$ cat src/rtl/mem_bank_port_arbiter.sv
// Shares one SRAM bank between several req/gnt/rvalid requesters.
// Round-robin arbitration holds its choice until the bank grants it. A route FIFO
// remembers which port each granted request came from, so in-order bank responses
// are steered back to their issuer. The FIFO occupancy doubles as the credit count
// that bounds the number of outstanding requests.

module mem_bank_port_arbiter #(
   parameter int NumPorts       = 2,
   parameter int AddrWidth      = 32,
   parameter int DataWidth      = 32,
   parameter int MaxOutstanding = 2
) (
   input  logic                                     clk_i,
   input  logic                                     rst_i,
   output logic                                     busy_o,
   input  logic [NumPorts-1:0]                      port_req_i,
   output logic [NumPorts-1:0]                      port_gnt_o,
   input  logic [NumPorts-1:0][AddrWidth-1:0]       port_addr_i,
   input  logic [NumPorts-1:0][DataWidth-1:0]       port_wdata_i,
   input  logic [NumPorts-1:0][DataWidth/8-1:0]     port_strb_i,
   input  logic [NumPorts-1:0]                      port_we_i,
   output logic [NumPorts-1:0]                      port_rvalid_o,
   output logic [DataWidth-1:0]                     port_rdata_o,
   output logic                                     mem_req_o,
   input  logic                                     mem_gnt_i,
   output logic [AddrWidth-1:0]                     mem_addr_o,
   output logic [DataWidth-1:0]                     mem_wdata_o,
   output logic [DataWidth/8-1:0]                   mem_strb_o,
   output logic                                     mem_we_o,
   input  logic                                     mem_rvalid_i,
   input  logic [DataWidth-1:0]                     mem_rdata_i
);

   localparam int IdxWidth = (NumPorts > 1) ? $clog2(NumPorts) : 1;
   localparam int CntWidth = $clog2(MaxOutstanding + 1);
   localparam int PtrWidth = (MaxOutstanding > 1) ? $clog2(MaxOutstanding) : 1;

   logic [IdxWidth-1:0] rr_ptr_r;
   logic                lock_r;
   logic [IdxWidth-1:0] lock_idx_r;
   logic [CntWidth-1:0] count_r;
   logic [IdxWidth-1:0] route_fifo_r [MaxOutstanding];
   logic [PtrWidth-1:0] wr_ptr_r;
   logic [PtrWidth-1:0] rd_ptr_r;

   logic [IdxWidth-1:0] rr_sel_s;
   logic [IdxWidth-1:0] sel_s;
   logic [IdxWidth-1:0] head_idx_s;
   logic                any_req_s;
   logic                credit_ok_s;
   logic                mem_req_s;
   logic                handshake_s;
   logic                fifo_empty_s;
   logic                pop_s;
   logic [NumPorts-1:0] port_gnt_s;
   logic [NumPorts-1:0] port_rvalid_s;

   // Port index after idx, wrapping at NumPorts.
   function automatic logic [IdxWidth-1:0] next_idx(input logic [IdxWidth-1:0] idx);
      if (idx == IdxWidth'(NumPorts - 1)) begin
         return {IdxWidth{1'b0}};
      end else begin
         return idx + IdxWidth'(1);
      end
   endfunction

   // FIFO slot after ptr, wrapping at MaxOutstanding.
   function automatic logic [PtrWidth-1:0] next_ptr(input logic [PtrWidth-1:0] ptr);
      if (ptr == PtrWidth'(MaxOutstanding - 1)) begin
         return {PtrWidth{1'b0}};
      end else begin
         return ptr + PtrWidth'(1);
      end
   endfunction

   // Credit is judged on the registered count only, so a response arriving this
   // cycle cannot re-open the request gate combinationally.
   assign any_req_s    = |port_req_i;
   assign fifo_empty_s = (count_r == CntWidth'(0));
   assign credit_ok_s  = (count_r < CntWidth'(MaxOutstanding));
   assign mem_req_s    = any_req_s & credit_ok_s;
   assign handshake_s  = mem_req_s & mem_gnt_i;
   assign pop_s        = mem_rvalid_i & ~fifo_empty_s;
   assign head_idx_s   = route_fifo_r[rd_ptr_r];

   // First requesting port at or after the round-robin pointer, with wrap-around.
   always_comb begin
      logic                found;
      logic [IdxWidth-1:0] cand;
      rr_sel_s = rr_ptr_r;
      found    = 1'b0;
      cand     = {IdxWidth{1'b0}};
      for (int i = 0; i < NumPorts; i++) begin
         cand = IdxWidth'((int'(rr_ptr_r) + i) % NumPorts);
         if (!found && port_req_i[cand]) begin
            rr_sel_s = cand;
            found    = 1'b1;
         end else begin
            found    = found;
         end
      end
   end

   // A stalled request keeps its port until the bank accepts it.
   always_comb begin
      sel_s = rr_sel_s;
      if (lock_r) begin
         sel_s = lock_idx_r;
      end else begin
         sel_s = rr_sel_s;
      end
   end

   // One-hot grant to the selected port and response strobe to the FIFO head.
   always_comb begin
      port_gnt_s    = {NumPorts{1'b0}};
      port_rvalid_s = {NumPorts{1'b0}};
      for (int i = 0; i < NumPorts; i++) begin
         port_gnt_s[i]    = handshake_s & (sel_s == IdxWidth'(i));
         port_rvalid_s[i] = pop_s & (head_idx_s == IdxWidth'(i));
      end
   end

   assign mem_req_o     = mem_req_s;
   assign mem_addr_o    = port_addr_i[sel_s];
   assign mem_wdata_o   = port_wdata_i[sel_s];
   assign mem_strb_o    = port_strb_i[sel_s];
   assign mem_we_o      = port_we_i[sel_s];
   assign port_gnt_o    = port_gnt_s;
   assign port_rvalid_o = port_rvalid_s;
   assign port_rdata_o  = mem_rdata_i;
   assign busy_o        = any_req_s | ~fifo_empty_s;

   // Round-robin pointer advances past each port that completes a handshake.
   always_ff @(posedge clk_i) begin
      if (rst_i) begin
         rr_ptr_r <= {IdxWidth{1'b0}};
      end else if (handshake_s) begin
         rr_ptr_r <= next_idx(sel_s);
      end else begin
         rr_ptr_r <= rr_ptr_r;
      end
   end

   // Lock is taken when the bank stalls a request and released on its grant.
   always_ff @(posedge clk_i) begin
      if (rst_i) begin
         lock_r     <= 1'b0;
         lock_idx_r <= {IdxWidth{1'b0}};
      end else if (handshake_s) begin
         lock_r     <= 1'b0;
         lock_idx_r <= lock_idx_r;
      end else if (mem_req_s && !mem_gnt_i) begin
         lock_r     <= 1'b1;
         lock_idx_r <= sel_s;
      end else begin
         lock_r     <= lock_r;
         lock_idx_r <= lock_idx_r;
      end
   end

   // Route FIFO: push the issuing port on handshake, pop on each matched response.
   always_ff @(posedge clk_i) begin
      if (rst_i) begin
         wr_ptr_r <= {PtrWidth{1'b0}};
         rd_ptr_r <= {PtrWidth{1'b0}};
         for (int i = 0; i < MaxOutstanding; i++) begin
            route_fifo_r[i] <= {IdxWidth{1'b0}};
         end
      end else begin
         if (handshake_s) begin
            route_fifo_r[wr_ptr_r] <= sel_s;
            wr_ptr_r               <= next_ptr(wr_ptr_r);
         end else begin
            wr_ptr_r               <= wr_ptr_r;
         end
         if (pop_s) begin
            rd_ptr_r <= next_ptr(rd_ptr_r);
         end else begin
            rd_ptr_r <= rd_ptr_r;
         end
      end
   end

   // Outstanding count; a simultaneous push and pop leaves it unchanged.
   always_ff @(posedge clk_i) begin
      if (rst_i) begin
         count_r <= CntWidth'(0);
      end else begin
         case ({handshake_s, pop_s})
            2'b10:   count_r <= count_r + CntWidth'(1);
            2'b01:   count_r <= count_r - CntWidth'(1);
            default: count_r <= count_r;
         endcase
      end
   end

   mem_bank_port_arbiter_checker #(
      .NumPorts (NumPorts),
      .IdxWidth (IdxWidth)
   ) u_checker (
      .clk_i       (clk_i),
      .rst_i       (rst_i),
      .port_req    (port_req_i),
      .port_gnt    (port_gnt_s),
      .port_rvalid (port_rvalid_s),
      .lock        (lock_r),
      .lock_idx    (lock_idx_r),
      .mem_rvalid  (mem_rvalid_i),
      .fifo_empty  (fifo_empty_s)
   );

endmodule

// Simulation-only protocol checks for the arbiter.
module mem_bank_port_arbiter_checker #(
   parameter int NumPorts = 2,
   parameter int IdxWidth = 1
) (
   input logic                clk_i,
   input logic                rst_i,
   input logic [NumPorts-1:0] port_req,
   input logic [NumPorts-1:0] port_gnt,
   input logic [NumPorts-1:0] port_rvalid,
   input logic                lock,
   input logic [IdxWidth-1:0] lock_idx,
   input logic                mem_rvalid,
   input logic                fifo_empty
);

   // Output encodings, requester hold rule and stray bank responses.
   always @(posedge clk_i) begin
      if (!rst_i) begin
         assert ($onehot0(port_gnt)) else $error("port_gnt_o is not one-hot or zero");
         assert ($onehot0(port_rvalid)) else $error("port_rvalid_o is not one-hot or zero");
         if (lock) begin
            assert (port_req[lock_idx]) else $error("locked port dropped its request before grant");
         end
         assert (!(mem_rvalid && fifo_empty)) else $warning("mem_rvalid_i with no outstanding request, ignored");
      end
   end

endmodule

$ cat config.mk
export PLATFORM = sky130hd
export DESIGN_NAME = mem_bank_port_arbiter
export DESIGN_NICKNAME = d
export VERILOG_FILES = /design/src/rtl/mem_bank_port_arbiter.sv
export SDC_FILE = /design/constraint.sdc
export NUM_CORES = 1
export LEC_CHECK = 0
export CAP_MARGIN = 40
export CORE_AREA = 2 2 110 112
export DETAILED_ROUTE_END_ITERATION = 12
export DIE_AREA = 0 0 112 114
export GPL_TIMING_DRIVEN = 0
export PLACE_DENSITY = 0.57
export SETUP_SLACK_MARGIN = 0.02
export SLEW_MARGIN = 20
export SYNTH_ARGS = -nofsm -noshare
export SYNTH_HDL_FRONTEND = slang
export SYNTH_SLANG_ARGS = --single-unit
$ cat constraint.sdc
create_clock -name clk_i -period 1.9 [get_ports clk_i]
set_input_delay 0.38 -clock clk_i [delete_from_list [all_inputs] [get_ports clk_i]]
set_output_delay 0.38 -clock clk_i [all_outputs]
set_load 0.01 [all_outputs]
After elaboration in Yosys (flattened, before gate mapping)
Memories as Yosys holds them, arrays and structs flattened. A register that Yosys moved wholly into a read port is not among the register bits.
Cells that the tools add are included.

storage, ports and cells
  latch bits = 0
  output and inout port bits = 107
  bits in registers = 7
  memory bits (read-only) = 0
  word-level logic and storage cells = 70
  memory bits (writable) = 2
  memories = 1

memory list
  name          words  bits a word  rd ports  clocked after Yosys merged registers in  wr ports  line  text
  route_fifo_r  2      1            1         1                                        2         42    logic [IdxWidth-1:0] route_fifo_r [MaxOutstanding];

operators by class
  reduce and logical (&&, ||, !) cells = 10
  $add $sub $neg = 6
  multiply operators = 0
  bitwise logic cells = 12
  div/mod/pow operators = 0
  shift-type cells = 0
  order comparisons = 4
  equality and inequality tests = 2
  muxes and demuxes = 29

operators by type and width
  operator                                                    number
  2-to-1 mux 32 bit                                           4
  2-to-1 mux 1 bit                                            22
  2-to-1 mux 4 bit                                            2
  bitwise AND 1 bit                                           7
  less-than comparator 1 x 2 -> 1 bit, second input constant  3
  adder 1 bit, second input constant                          4
  NOT 1 bit                                                   4
  case mux 2 bit (2 select lines)                             1
  OR reduction 2 bit                                          2
  adder 2 x 1 -> 2 bit, second input constant                 1
  equality test 2 x 1 -> 1 bit, second input constant         1
  equality test 2 bit, second input constant                  1
  logical AND 1 bit                                           2
  logical NOT 1 bit                                           2
  logical NOT 2 bit                                           1
  less-than comparator 2 bit, second input constant           1
  AND reduction 2 bit                                         1
  nonzero test 2 bit                                          1
  subtractor 2 x 1 -> 2 bit, second input constant            1
  OR 1 bit                                                    1
  OR reduction 1 bit                                          1

Longest topological paths before layout
Gate-level depths: netlist (run 1).

  word-level depth = 9
  depth in mapped cells = 6
  depth with buffers taken out = 4

Least setup slack after synthesis (run 1)
No wires, ideal clock.

  path kind = input to output
  from = in port_req_i[0]
  to = out mem_addr_o[0]
  data required time = 1.520 ns
  slack = 0.131 ns
  data arrival time = 1.389 ns
  cell stages on the path = 6
  cell sequence = inv_2 > a21oi_2 > o31a_1 > buf_6 > buf_12 > mux2_4

between the ends
  cells in the longest elaborated chain, start to end = 9
  elaborated cells between the ends (all ways) = 11
  those cells by class = 9 x mux; 2 x reduce/logical

RTL lines
  element                                                   line  text
  start, declared                                           16    input logic [NumPorts-1:0] port_req_i,
  2-to-1 mux 1 bit (implied by the code) (2 in a row)       95    if (!found && port_req_i[cand]) begin
  2-to-1 mux 1 bit                                          95
  logical NOT 1 bit                                         95
  logical AND 1 bit (*)                                     95
  2-to-1 mux 1 bit (*)                                      95
  2-to-1 mux 1 bit (*)                                      107   if (lock_r) begin
  2-to-1 mux 32 bit (implied by the code) (*) (2 in a row)  125   assign mem_addr_o = port_addr_i[sel_s];
  end, declared                                             26    output logic [AddrWidth-1:0] mem_addr_o,

Mark *: on every way between the ends. The rest lies on a longest branch, timed or not. The select of a mux whose other input is x is not followed.

Worst setup path after layout (run 1)
  from = reg rr_ptr_r
  to = out mem_wdata_o[6]

between the ends
  cells in the longest elaborated chain, start to end = 9
  elaborated cells between the ends (all ways) = 12
  those cells by class = 1 x add/sub; 9 x mux; 2 x reduce/logical

RTL lines
  element                                                   line  text
  start, declared                                           38    logic [IdxWidth-1:0] rr_ptr_r;
  start signal, assigned                                    137   rr_ptr_r <= {IdxWidth{1'b0}};
  start signal, assigned                                    139   rr_ptr_r <= next_idx(sel_s);
  start signal, assigned                                    141   rr_ptr_r <= rr_ptr_r;
  2-to-1 mux 1 bit (implied by the code) (2 in a row)       95
  2-to-1 mux 1 bit                                          95
  logical NOT 1 bit                                         95
  logical AND 1 bit                                         95
  2-to-1 mux 1 bit (*)                                      95
  2-to-1 mux 1 bit (*)                                      107
  2-to-1 mux 32 bit (implied by the code) (*) (2 in a row)  126   assign mem_wdata_o = port_wdata_i[sel_s];
  end, declared                                             27    output logic [DataWidth-1:0] mem_wdata_o,

Marks and branches as above.

==> results of run 1 <==
-- per-stage QoR --
stage          TNS, ns  util (%)  hold slack (ns)
2_1_floorplan        0         -           0.4386
3_3_place_gp    -68.52     39.24           0.4488
3_5_place_dp    -68.60     39.24           0.4586
4_1_cts         -15.05     41.54           0.4635
5_1_grt         -17.58     42.09           0.4811
6_report        -14.55     42.09           0.4619
-- cell families after synthesis --
kind of cell	after synthesis	share of synthesized area, %
buffers and inverters	45	21.30
XOR/XNOR	3	1.376
flip-flops	10	11.53
multiplexers	71	54.72
AO/OA/AOI/OAI	12	4.457
AND/OR/NAND/NOR	25	6.619
-- flip-flops by register name, summed over array words and instances, names as in the netlist, named ones only --
name / cells
rr_ptr_r: 1
route_fifo_r: 2
count_r: 2
rd_ptr_r: 1
lock_r: 1
wr_ptr_r: 1
lock_idx_r: 1
-- power breakdown --
| part | internal (mW) | switching [mW] |
|---|---|---|
| registers | 0.235 | 0.0145 |
| clock network | 0.272 | 0.0844 |
| logic | 1.05 | 0.472 |
| total | 1.55 | 0.571 |
-- layout make-up --
type,instances,area [um2],area share (%)
Timing Repair Buffer,261,2725,55.28
Inverter,3,11.26,0.2284
Multi-Input combinational cell,111,1301,26.40
Tap cell,147,183.9,3.731
Buffer,42,409.1,8.299
Clock buffer,3,75.07,1.523
Sequential cell,10,224.0,4.543
-- worst max-delay path: cells and delay by family (launching register included) --
| family | cells | cell delay [ns] |
|---|---|---|
| AND/OR/NAND/NOR | 1 | 0.04 |
| flip-flops | 1 | 0.36 |
| multiplexers | 1 | 0.31 |
| buffers and inverters | 4 | 0.55 |
| AO/OA/AOI/OAI | 1 | 0.30 |
-- timing repair --
action | in CTS | in global routing
buffers inserted | 5 | 2
pin swaps | 2 | 0
hold endpoints to repair | 0 | 0
cloned | 3 | 1
setup endpoints to repair | 75 | 71
resized for setup | 379 | 7
-- cell usage in the layout, fill, tap and decap left out, drive strengths merged, types with 2 or more instances in the layout --
| cell | n |
|---|---|
| o21ai | 3 |
| buf | 124 |
| nor2 | 11 |
| nor3 | 2 |
| xnor2 | 2 |
| edfxtp | 2 |
| nand2 | 5 |
| clkbuf | 5 |
| nand3b | 2 |
| mux2 | 69 |
| mux2i | 2 |
| and2 | 2 |
| dlygate4sd2 | 2 |
| inv | 3 |
| clkdlybuf4s50 | 175 |
| a21oi | 3 |
| dfxtp | 8 |
-- routing by layer --
layer / global-route usage, % / vias up / share of wire (%)
met5: 0 / - / 0
met4: 1.707 / 0 / 0.46
met3: 2.019 / 2 / 6.7
met2: 23.43 / 119 / 54
met1: 14.16 / 1012 / 38
li1: - / 1086 / -
-- path summary, 6_finish.rpt --
path | slack [ns] | start | depth (start not counted) | endpoint
max | -0.28 | rr_ptr_r | 7 | mem_wdata_o[6]
min | 0.46 | lock_idx_r | 2 | lock_idx_r
max reg2reg | 0.20 | rr_ptr_r | 7 | route_fifo_r[1]
min reg2reg | 0.46 | lock_idx_r | 2 | lock_idx_r
==> summary.log, run 1 <==
qor: synth.synth_largest_type_area_fraction 51.90%
qor: final_layout.flow.area_growth_from_synthesis 158.2%
qor: sta.timing_max_transition_violations_final 0
qor: synth.mappedNetlistNets 342
qor: synth.ys_dominant_reg_cell dfxtp_1
qor: sta.setup-violations-final 71
qor: die.rows 40
qor: synth.syn_area 1909 um2
qor: drt.post_drt_wl_per_cell 15.15 um
qor: status.run_status finished, violations left
qor: die.io-pin-count 283
qor: die.die_w 112 um
qor: cts.clk_path_buf_depth 2
qor: critical_path.path_cells nor2_2 > o31a_1 > buf_12 > buf_12 > buf_12 > mux2_4 > buf_6
qor: placed_design.placedCellCount 563
qor: cts.clock_insertion_delay_worst_skew 0.23 ns
qor: final_layout.insertedDiodeCount 0
qor: critical_path.cp_max_fo 7
qor: final_layout.n_fill_cell 1118
qor: cts.path_clk_slew 0.04 ns
qor: power.design_power_total 2.125 mW
qor: synth.ys_seq_elements 10
qor: die.fp.coreArea 11710 um2
qor: final_layout.post-route-cell-area 4930 um2
qor: job.maxCapViolations 0
qor: grt.first_global_vias 2140
qor: grt.grt_antenna_before_repair 0
qor: cts.root_buffer clkbuf_16
qor: die.start_util 16.30%
qor: die.die-area 12770 um2
qor: sta.fin_skew 0.002016 ns
qor: synth.post_synthesis_average_cell_area 11.50 um2
qor: drt.routed_via_density 3.846
qor: synth.synth-edff-count 2
qor: power.leakage 2.289 nW
qor: synth.synth_area_leader_cell mux2_4
qor: synth.synth_top_cells_by_count mux2_4, buf_4, nor2_1
qor: sta.highest_attainable_clock_frequency 0.4584 GHz
qor: critical_path.worst_path_largest_cell_delay 0.36 ns
qor: power.peakVddDrop 230.4 uV
qor: placed_design.post-place-ws -1.017 ns
qor: final_layout.final_cells 577
qor: synth.yosysSeqAreaShare 11.53%
qor: cts.ctsHtreeMaxLevel 1
qor: critical_path.critical_path_required 1.52 ns
qor: grt.grt_pass1_wl 12160 um
qor: grt.grt_usage 12.06%
qor: drt.via_count 2219
qor: cts.cts_tree yes
qor: drt.drt-initial-drc-count 57
qor: critical_path.timing_worst_setup_path_type reg -> out
qor: sta.max_slew.worst_pin.slew 0.4329 ns
qor: critical_path.cell_type_with_the_highest_occurrence_count_on_the_critical_path buf_12
qor: drt.drc_errors 0
qor: placed_design.hpwl 7523 um
qor: drt.postRouteWirelength 8743 um
qor: placed_design.final_gp_congestion 0.8018
qor: placed_design.dp_area 4596 um2
qor: placed_design.buffer_ports.inserted 250
qor: die.floorplan.die.height 114 um
qor: min_path.worst_min_delay_path_class reg -> reg
qor: cts.cts_hold_buffers 0
qor: cts.cts_num_sinks 10
qor: sta.unrepaired_setup_endpoints_after_global_routing yes
qor: critical_path.critPathCaptureType output pin
qor: synth.synth.distinct_cells 32
qor: final_layout.final_layout_size_suffix_gt1_share 47.67%
qor: sta.final.period_utilization 114.8%
qor: drt.dr.pass1.iters 4
qor: synth.yosysWarningCount 0
qor: sta.slew_headroom 71.14%
qor: drt.postRouteAntennaNets 0
qor: power.pwr_density_cell 431.1 nW/um2
qor: grt.overflow 0
qor: final_layout.fin_nets 608
qor: grt.grt_start_max_net_pins 11
qor: synth.cell_count_after_synthesis 166
qor: cts.cts_made_buffers 3
qor: sta.period_needed 2.182 ns
qor: sta.final_setup_margin -0.2816 ns
qor: status.failing_checks negative setup slack
qor: critical_path.critical-path-slowest-cell dfxtp_4
qor: synth.synth.most_common_cell mux2_4
qor: synth.postSynth.asyncResetShare 0%
qor: critical_path.startpoint_types register
qor: synth.ys_top_cells_by_area mux2_4, buf_4, dfxtp_1, buf_12, edfxtp_1
qor: sta.timing_hold_violations_final 0
qor: critical_path.timing.critical_path.arrival 1.80 ns
No activity file was read; power rests on OpenSTA's default activity.
==> inputs of run 2 (changes only) <==
ABC_CLOCK_PERIOD_IN_PS = 2170   (was not set)
SKIP_CTS_REPAIR_TIMING = 1   (was not set)
clock period = 2.17 ns   (was 1.9 ns; I/O delays follow)
==> run 2 against run 1 <==
The flow now finishes without violations. Highest routed layer unchanged. First-iteration DRC count down 8.8%. Non-clock buffer count fell by 7. Combinational power fell by 22%. Via count shrank 1.3%. Final cell count down 1.2%.
==> summary.log, run 2 (synthesis gave the netlist of run 1 again) <==
qor: placed_design.dp_area 4596 um2 [unchanged]
qor: drt.drc_errors 0 [unchanged]
qor: critical_path.startpoint_types register
qor: final_layout.layout_commonest_cell clkdlybuf4s50_1
qor: final_layout.post-route-cell-area 4638 um2 [-5.9%]
qor: critical_path.crit_path_max_delay_family buffers and inverters
qor: sta.slew_headroom 71.02% [-0.12 points]
qor: drt.postRouteAntennaNets 0 [unchanged]
qor: min_path.worst_min_delay_path_class reg -> reg
qor: placed_design.hpwl 7523 um [unchanged]
qor: cts.cts_tree yes
qor: cts.path_clk_slew 0.04 ns [about the same]
qor: critical_path.critical_path_required 1.74 ns [+0.22 ns]
qor: drt.routed_via_density 3.844 [about the same]
qor: critical_path.path_cells nor2_2 > o31a_1 > buf_12 > buf_12 > mux2_4 > buf_6
qor: die.start_util 16.30% [unchanged]
qor: critical_path.timing.critical_path.arrival 1.71 ns [-0.09 ns]
qor: final_layout.n_fill_cell 1171 [+4.7%]
qor: cts.root_buffer clkbuf_16
qor: sta.final.period_utilization 98.60%
qor: critical_path.cp_max_fo 10 [+3]
qor: grt.first_global_vias 2096 [-2.1%]
qor: sta.timing_hold_violations_final 0 [unchanged]
qor: final_layout.fin_nets 601 [-1.2%]
qor: power.netSwitchingPower 472.6 uW [-17%]
qor: grt.grt_usage 11.58% [-0.48 points]
qor: sta.timing_max_transition_violations_final 0 [unchanged]
qor: critical_path.critical_path.n_buffers_inverters 3 [-1]
qor: cts.cts_made_buffers 3 [unchanged]
qor: sta.period_needed 2.140 ns
qor: status.run_status finished, final reports clean
qor: placed_design.placedCellCount 563 [unchanged]
qor: die.floorplan.die.height 114 um [unchanged]
qor: power.pwr_density_cell 371.3 nW/um2 [-14%]
qor: drt.drt-initial-drc-count 52 [-8.8%]
qor: final_layout.insertedDiodeCount 0 [unchanged]
qor: sta.setup-violations-final 0 [-100%]
qor: die.fp.coreArea 11710 um2 [unchanged]
qor: placed_design.buffer_ports.inserted 250 [unchanged]
qor: critical_path.critical-path-slowest-cell dfxtp_4
qor: cts.clock_insertion_delay_worst_skew 0.23 ns [about the same]
qor: grt.overflow 0 [unchanged]
qor: cts.ctsHtreeMaxLevel 1 [unchanged]
qor: sta.unrepaired_setup_endpoints_after_global_routing yes
qor: drt.via_count 2191 [-1.3%]
qor: final_layout.largest_registers count_r: 2 flops, route_fifo_r: 2 flops
qor: power.combinational_share_of_power 69.2% [-2.3 points]
qor: cts.clk_path_buf_depth 2 [unchanged]
qor: drt.dr.pass1.iters 4 [unchanged]
qor: drt.postRouteWirelength 8586 um [-1.8%]
qor: critical_path.cell_type_with_the_highest_occurrence_count_on_the_critical_path buf_12
qor: power.pwr-share-seq 12.7% [+1.0 points]
qor: grt.grt_start_max_net_pins 11 [unchanged]
qor: die.die-area 12770 um2 [unchanged]
qor: grt.grt_pass1_wl 11680 um [-4.0%]
qor: final_layout.final_cells 570 [-1.2%]
qor: die.die_w 112 um [unchanged]
qor: drt.post_drt_wl_per_cell 15.06 um [-0.59%]
qor: power.peakVddDrop 200.0 uV [-13%]
qor: critical_path.worst_path_largest_cell_delay 0.35 ns [about the same]
qor: critical_path.timing_worst_setup_path_type reg -> out
qor: die.rows 40 [unchanged]
qor: final_layout.layout.cells.most_common_list clkdlybuf4s50_1, mux2_4, buf_6
qor: sta.fin_skew 0.001724 ns [-0.0002912 ns]
qor: final_layout.final_layout_size_suffix_gt1_share 45.63% [-2.0 points]
qor: job.maxCapViolations 0 [unchanged]
qor: critical_path.critPathCaptureType output pin
qor: placed_design.final_gp_congestion 0.8018 [unchanged]
qor: final_layout.flow.area_growth_from_synthesis 142.9%
qor: sta.finalHoldWorstSlack 0.4619 ns [-0.00002100 ns]
qor: power.leakage 2.216 nW [-3.2%]
qor: sta.highest_attainable_clock_frequency 0.4674 GHz
qor: sta.max_slew.worst_pin.slew 0.4347 ns [+0.001805 ns]
qor: power.clock_power_share 18.1% [+1.3 points]
qor: grt.grt_antenna_before_repair 0 [unchanged]
qor: cts.cts_num_sinks 10 [unchanged]
qor: power.internal_power 1.250 mW [-20%]
qor: die.io-pin-count 283 [unchanged]
qor: power.sw_frac_of_total 27.44% [+0.58 points]
==> run 2: cell count changes in the layout (fill, tap and decap cells not counted), sizes merged <==
cell	previous run	this run
dlygate4sd2	2	0
dlymetal6s2s	0	5
buf	124	81
clkbuf	5	38
==> run 2: metal layers <==
layer / global-route usage, % / share of wire [%] / vias up
met5: 0 / 0 / -
met4: 1.707 / 0.47 / 0
met3: 2.072 / 6.4 / 2
met2: 22.83 / 55 / 117
met1: 13.23 / 38 / 1001
li1: - / - / 1071
==> run 2: area by class of cell <==
cell class,count,area (um2),area share (%)
multi-input cells,111,1285,27.70
clock buffers,3,75.07,1.619
plain buffers,38,329.1,7.095
flip-flops and latches,10,224.0,4.829
inverters,3,13.76,0.2967
well taps,147,183.9,3.965
repair buffers,258,2527,54.49
==> run 2: power by group through the flow <==
stage | clock network (mW) | logic [mW] | registers (mW)
global placement | 0 | 1.21 | 0.220
finish | 0.312 | 1.19 | 0.218
global route | 0.330 | 1.26 | 0.221
detailed placement | 0 | 1.21 | 0.221
CTS | 0.323 | 1.22 | 0.218
floorplan | 0 | 0.559 | 0.218
==> run 2: worst paths after layout <==
check,startpoint,endpoint,slack [ns],cells past startpoint
setup / recovery,rr_ptr_r,mem_wdata_o[20],0.03,6
setup reg to reg,rr_ptr_r,route_fifo_r[1],0.48,7
hold reg to reg,lock_idx_r,lock_idx_r,0.46,2
hold / removal,lock_idx_r,lock_idx_r,0.46,2
==> run 2: through the flow <==
stage / power [mW] / utilization [%] / setup slack, ns / setup TNS [ns]
after floorplan: 0.7776 / - / 0.2932 / 0
after global placement: 1.428 / 39.24 / -0.8584 / -56.15
after detailed placement: 1.434 / 39.24 / -0.8548 / -56.19
after CTS: 1.758 / 39.88 / -0.8538 / -56.19
after global routing: 1.811 / 39.60 / -0.01237 / -0.03074
final: 1.722 / 39.60 / 0.03040 / 0
==> run 2: tightest hold or removal path: cells and delay by family, from the launching register on <==
family	cells	cell delay, ns
flops	1	0.30
compound gates	2	0.10
